--- src/rtl/fifo_rr_drain_arbiter_if.sv ---
// fifo_rr_drain_arbiter_if: upstream FIFO read side and downstream FIFO write side of the drain arbiter
interface fifo_rr_drain_arbiter_if #(
  parameter int N_PORTS = 4,
  parameter int DATA_W = 8,
  parameter int PORT_W = $clog2(N_PORTS)
);
  logic [N_PORTS-1:0] fifo_empty_i;
  logic [N_PORTS*DATA_W-1:0] fifo_data_i;
  logic [N_PORTS-1:0] fifo_rd_en_o;
  logic dst_full_i;
  logic wr_en_o;
  logic [DATA_W-1:0] data_o;
  logic [PORT_W-1:0] src_id_o;
  logic busy_o;
  modport master (
    input fifo_empty_i, fifo_data_i, dst_full_i,
    output fifo_rd_en_o, wr_en_o, data_o, src_id_o, busy_o
  );
  modport slave (
    output fifo_empty_i, fifo_data_i, dst_full_i,
    input fifo_rd_en_o, wr_en_o, data_o, src_id_o, busy_o
  );
endinterface

--- src/rtl/fifo_rr_drain_arbiter.sv ---
// fifo_rr_drain_arbiter: round-robin drain of N upstream FIFOs into one downstream FIFO,
// absorbing the one-cycle FIFO read latency with a single-entry skid register.
module fifo_rr_drain_arbiter #(
  parameter int N_PORTS = 4,
  parameter int DATA_W = 8,
  parameter int MAX_BURST = 4
) (
  input logic clk_i,
  input logic rst_ni,
  fifo_rr_drain_arbiter_if.master bus
);
  localparam int PORT_W = $clog2(N_PORTS);
  localparam int CNT_W = $clog2(MAX_BURST + 1);
  logic [PORT_W-1:0] cur, sel, idx, flight_id, skid_id;
  logic [CNT_W-1:0] burst_cnt;
  logic flight_v, skid_v, issue, found;
  logic [DATA_W-1:0] skid_data, flight_data;
  always_comb begin
    sel = cur;
    idx = cur;
    found = burst_cnt != '0 && !bus.fifo_empty_i[cur];
    for (int i = 1; i <= N_PORTS; i++) begin
      idx = PORT_W'((int'(cur) + i) % N_PORTS);
      if (!found && !bus.fifo_empty_i[idx]) begin
        sel = idx;
        found = 1'b1;
      end
    end
  end
  // rst_ni gates issue so the read strobes stay low while reset is held
  assign issue = rst_ni && !bus.dst_full_i && !skid_v && |(~bus.fifo_empty_i);
  assign bus.fifo_rd_en_o = issue ? N_PORTS'(1) << sel : '0;
  assign bus.busy_o = flight_v | skid_v;
  always_comb begin
    flight_data = bus.fifo_data_i[flight_id*DATA_W +: DATA_W];
    bus.wr_en_o = (skid_v || flight_v) && !bus.dst_full_i;
    bus.data_o = skid_v ? skid_data : flight_v ? flight_data : '0;
    bus.src_id_o = skid_v ? skid_id : flight_v ? flight_id : '0;
  end
  always_ff @(posedge clk_i or negedge rst_ni) begin
    if (!rst_ni) begin
      cur <= PORT_W'(N_PORTS - 1);
      burst_cnt <= '0;
      flight_v <= 1'b0;
      flight_id <= '0;
      skid_v <= 1'b0;
      skid_data <= '0;
      skid_id <= '0;
    end else begin
      flight_v <= issue;
      if (issue) begin
        cur <= sel;
        flight_id <= sel;
        burst_cnt <= sel != cur ? CNT_W'(MAX_BURST > 1) :
                     burst_cnt == CNT_W'(MAX_BURST - 1) ? '0 : burst_cnt + 1'b1;
      end
      if (flight_v && bus.dst_full_i) begin
        skid_v <= 1'b1;
        skid_data <= flight_data;
        skid_id <= flight_id;
      end else if (skid_v && !bus.dst_full_i) skid_v <= 1'b0;
    end
  end
endmodule
--- src/flat_wrapper.sv ---
// flat-port wrapper written by rule: the top's interface ports become plain ports
module fifo_rr_drain_arbiter_flat 
#(
  parameter int N_PORTS = 4,
  parameter int DATA_W = 8,
  parameter int MAX_BURST = 4
)
  (clk_i, rst_ni, bus_fifo_empty_i, bus_fifo_data_i, bus_dst_full_i, bus_fifo_rd_en_o, bus_wr_en_o, bus_data_o, bus_src_id_o, bus_busy_o);
  fifo_rr_drain_arbiter_if #(.N_PORTS(N_PORTS), .DATA_W(DATA_W)) bus_i ();
  input logic clk_i;
  input logic rst_ni;
  input wire logic [$bits(bus_i.fifo_empty_i)-1:0] bus_fifo_empty_i;
  input wire logic [$bits(bus_i.fifo_data_i)-1:0] bus_fifo_data_i;
  input wire logic [$bits(bus_i.dst_full_i)-1:0] bus_dst_full_i;
  output wire logic [$bits(bus_i.fifo_rd_en_o)-1:0] bus_fifo_rd_en_o;
  output wire logic [$bits(bus_i.wr_en_o)-1:0] bus_wr_en_o;
  output wire logic [$bits(bus_i.data_o)-1:0] bus_data_o;
  output wire logic [$bits(bus_i.src_id_o)-1:0] bus_src_id_o;
  output wire logic [$bits(bus_i.busy_o)-1:0] bus_busy_o;
  assign bus_i.fifo_empty_i = bus_fifo_empty_i;
  assign bus_i.fifo_data_i = bus_fifo_data_i;
  assign bus_i.dst_full_i = bus_dst_full_i;
  assign bus_fifo_rd_en_o = bus_i.fifo_rd_en_o;
  assign bus_wr_en_o = bus_i.wr_en_o;
  assign bus_data_o = bus_i.data_o;
  assign bus_src_id_o = bus_i.src_id_o;
  assign bus_busy_o = bus_i.busy_o;
  fifo_rr_drain_arbiter #(.N_PORTS(N_PORTS), .DATA_W(DATA_W), .MAX_BURST(MAX_BURST)) u_core (.clk_i(clk_i), .rst_ni(rst_ni), .bus(bus_i));
endmodule
--- config.mk ---
export PLATFORM = sky130hd
export DESIGN_NAME = fifo_rr_drain_arbiter_flat
export DESIGN_NICKNAME = d
export VERILOG_FILES = /design/src/rtl/fifo_rr_drain_arbiter_if.sv /design/src/rtl/fifo_rr_drain_arbiter.sv /design/src/flat_wrapper.sv
export SDC_FILE = /design/constraint.sdc
export NUM_CORES = 1
export LEC_CHECK = 0
export ABC_AREA = 1
export CORE_MARGIN = 10
export CORE_UTILIZATION = 47
export DETAILED_ROUTE_END_ITERATION = 8
export PLACE_DENSITY = 0.95
export SYNTH_ARGS = -nofsm -noshare
export SYNTH_HDL_FRONTEND = slang
export SYNTH_SLANG_ARGS = --single-unit
--- constraint.sdc ---
create_clock -name clk_i -period 4.7 [get_ports clk_i]
set_clock_uncertainty 0.2 [all_clocks]
set_input_delay 1.41 -clock clk_i [delete_from_list [all_inputs] [get_ports clk_i]]
set_output_delay 1.41 -clock clk_i [all_outputs]
set_load 0.1 [all_outputs]
==> run summary <==
outcome - finished, final reports clean
Setup Crit Path Kind - input pin to output pin
Starting Density - 50.6%
vias in the first global route - 1545
Lkg Pwr - 1.05 nW
Crit path depth - 13
Hold/Removal Path Class - register to register
PortBufs - 54
maximum clock rate - 220 MHz
number of flops mapped to enable cells by yosys - 0
minimum clock period - 4550 ps
crit-path leading delay family - simple AND/OR/NAND/NOR gates
Initial DRC Count - 171
DIE AREA - 5650 um^2
Logic pwr share - 70.4%
register area share after synthesis - 33.4%
Synth Flop Type - dfrtp_1
Buffers & Inverters on Critical Path - 3
DIE HEIGHT - 75.2 um
Post-synth top cells - 102 x nand2_1, 22 x o21ai_0, 17 x dfrtp_1, 13 x inv_1, 11 x a21oi_1
first-pass GRT wire length - 6970 um
final worst-path cycle share - 96.7%
Max Cap Viol - 0
top-count cell post-synth - nand2_1
Nets - 318
synth unique cells - 24
Worst path most repeated cell - nand2_1
Max Buffers Root-to-Sink - 2
Critical Path Start Type - input pin
Mapped Cells - 223
largest area contributor in the netlist - dfrtp_1
postcts setup bufs - 0
final WL - 4460 um
setup TNS - 0 ps
Critical Path AT - 2940 ps
largest net degree at the start of global routing - 21
required time worst endpoint - 3090 ps
post-CTS resize count - 7
Crit. End Element - output pin
ANT nets after route - 0
Avg Synthesized Cell Area - 6.42 um^2
clk sinks - 19
Post-Syn Area - 1430 um^2
CTS buffer count - 3
dpl hpwl - 3530 um
synth top area cells - dfrtp_1 30%, nand2_1 27%, o21ai_0 7.7%
P_sw - 0.737 mW
H-Tree Depth - 1
crit path max fanout - 5
clk_lat worst skew - 300 ps
row count - 19
Slew Viols, Final - 0
Die W - 75.2 um
Final Power - 1.34 mW
WL/cell - 14.5 um
share of the synthesized area in the top cell type - 29.7%
Synth Register Bits - 19
fin cells - 307
Vias/cell - 5.42
CTS tree - built
critical path's largest stage delay - 270 ps
CP Cell Sequence - dlygate4sd2_1, nand2_1, nand3_1, nand2_1, nand2_2, nand3_1, nand2_2, inv_1, nand2_1, nand2_1, nand2_1, nor2_2, buf_12
Post-Syn Nets - 264
Pint - 0.601 mW
DR pass1 iterations - 4
power per cell area - 622 nW/um^2
DRC viols - 0
Peak VDD IR - 346 uV
layout cells sized above 1 - 15.6%
unrepaired setup endpoints after global routing - false
vias post-DR - 1663
Core Region - 2830 um^2
Post-CTS Hold Fix Bufs - 0
Clk pin slew, worst setup/hold paths - 100 ps
clock power share - 6.3%
R2R setup slack - 2490 ps
GRT Overall Usage - 15.4%
RD Place Congestion - 0.920
Synth Warn # - 0
initial antenna violation count - 0
Final Hold Vio Count - 0
root buffer cell - clkbuf_4
Layout area overhead - 50.2%
cells on worst reg2reg path - 12
fraction of registers with async set/reset - 100%
Placed Instances - 303
GRT Residual Overflow - 0
Final setup violation count - 0
Antenna Cells - 0
crit path max-delay cell type - dlygate4sd2_1
sequential share of power - 23.3%
Slew Limit Headroom - 63.3%
Hold Crit Depth - 2
Sw Share - 55.1%
io pins - 55
post-layout util - 76.0%
Worst Tran Pin Value - 549 ps
worst paths after layout:
kind,start,endpoint
min reg2reg,u_core.skid_data[1],u_core.skid_data[1]
max reg2reg,u_core.cur[0],u_core.flight_id[0]
min in group asynchronous,rst_ni,u_core.skid_data[0]
max in group asynchronous,rst_ni,u_core.cur[1]
max,bus_fifo_empty_i[3],bus_fifo_rd_en_o[2]
min,u_core.skid_data[1],u_core.skid_data[1]
layer usage:
layer | up-vias | wire length, um | global-route usage (%)
li1 | 832 | - | -
met1 | 774 | 1720 | 17.8
met2 | 51 | 2350 | 26.7
met3 | 6 | 314 | 5.26
met4 | 0 | 70 | 4.12
met5 | - | 0 | 0
worst min-delay path, cell delays in order, from the launching register on:
cell and delay, ps:
dfrtp_1 370, nand2_1 50, o21ai_0 60
area by class of cell:
class,count,area [um^2]
Sequential cell,19,478
Fill cell,205,679
Inverter,19,73.8
Multi-Input combinational cell,175,836
Clock inverter,1,5.00
Timing Repair Buffer,59,696
Tap cell,31,38.8
Clock buffer,3,22.5
layout by cell type (no fill, tap or decap), types with 3 or more instances in the layout:
cell             netlist  final
nand2_2                5      5
nor2_1                 8      4
inv_1                 13     13
nor2_2                 1      5
o21ai_1                1      9
dlygate4sd2_1          0      4
o21ai_0               22     14
nand3_1               10      9
clkbuf_4               0      3
buf_4                  1      8
buf_12                 0     13
a32o_1                 8      8
clkdlybuf4s50_1        0     34
a21oi_1               11     11
nand2_1              102    102
dfrtp_1               17     17
clkinv_1               3      3
flip-flops by register name, summed over array words and instances (netlist names):
signal and cells:
u_core.burst_cnt 3, u_core.cur 2, u_core.flight_id 2, u_core.flight_v 1, u_core.skid_data 8, u_core.skid_id 2, u_core.skid_v 1
stage by stage:
stage / hold WS [ps] / setup WS (ps) / instance area, um^2
after detailed placement: 272 / -114 / 2120
after global routing: 318 / 5.88 / 2150
final: 306 / 153 / 2150
after floorplan: 249 / -284 / 1440
after global placement: 265 / -31.7 / 2120
after CTS: 304 / 157 / 2150
cell families (layout without fill, tap and decap cells):
logic type,Yosys count,after routing,synth area share [%]
and+or+nand+nor,130,130,37.4
AOI/OAI and AO/OA,43,43,18.2
buffers and inverters,29,82,9.27
DFF,19,19,33.4
adders and majority gates,2,2,1.75
power by group through the flow:
stage | clock (mW) | combinational [mW] | sequential (mW)
final | 0.0840 | 0.941 | 0.312
after CTS | 0.0835 | 0.938 | 0.311
after floorplan | 0 | 0.708 | 0.264
after global routing | 0.0941 | 1.02 | 0.324
after detailed placement | 0 | 0.925 | 0.314
after global placement | 0 | 0.898 | 0.310
Power figures use the tool's default switching activity.
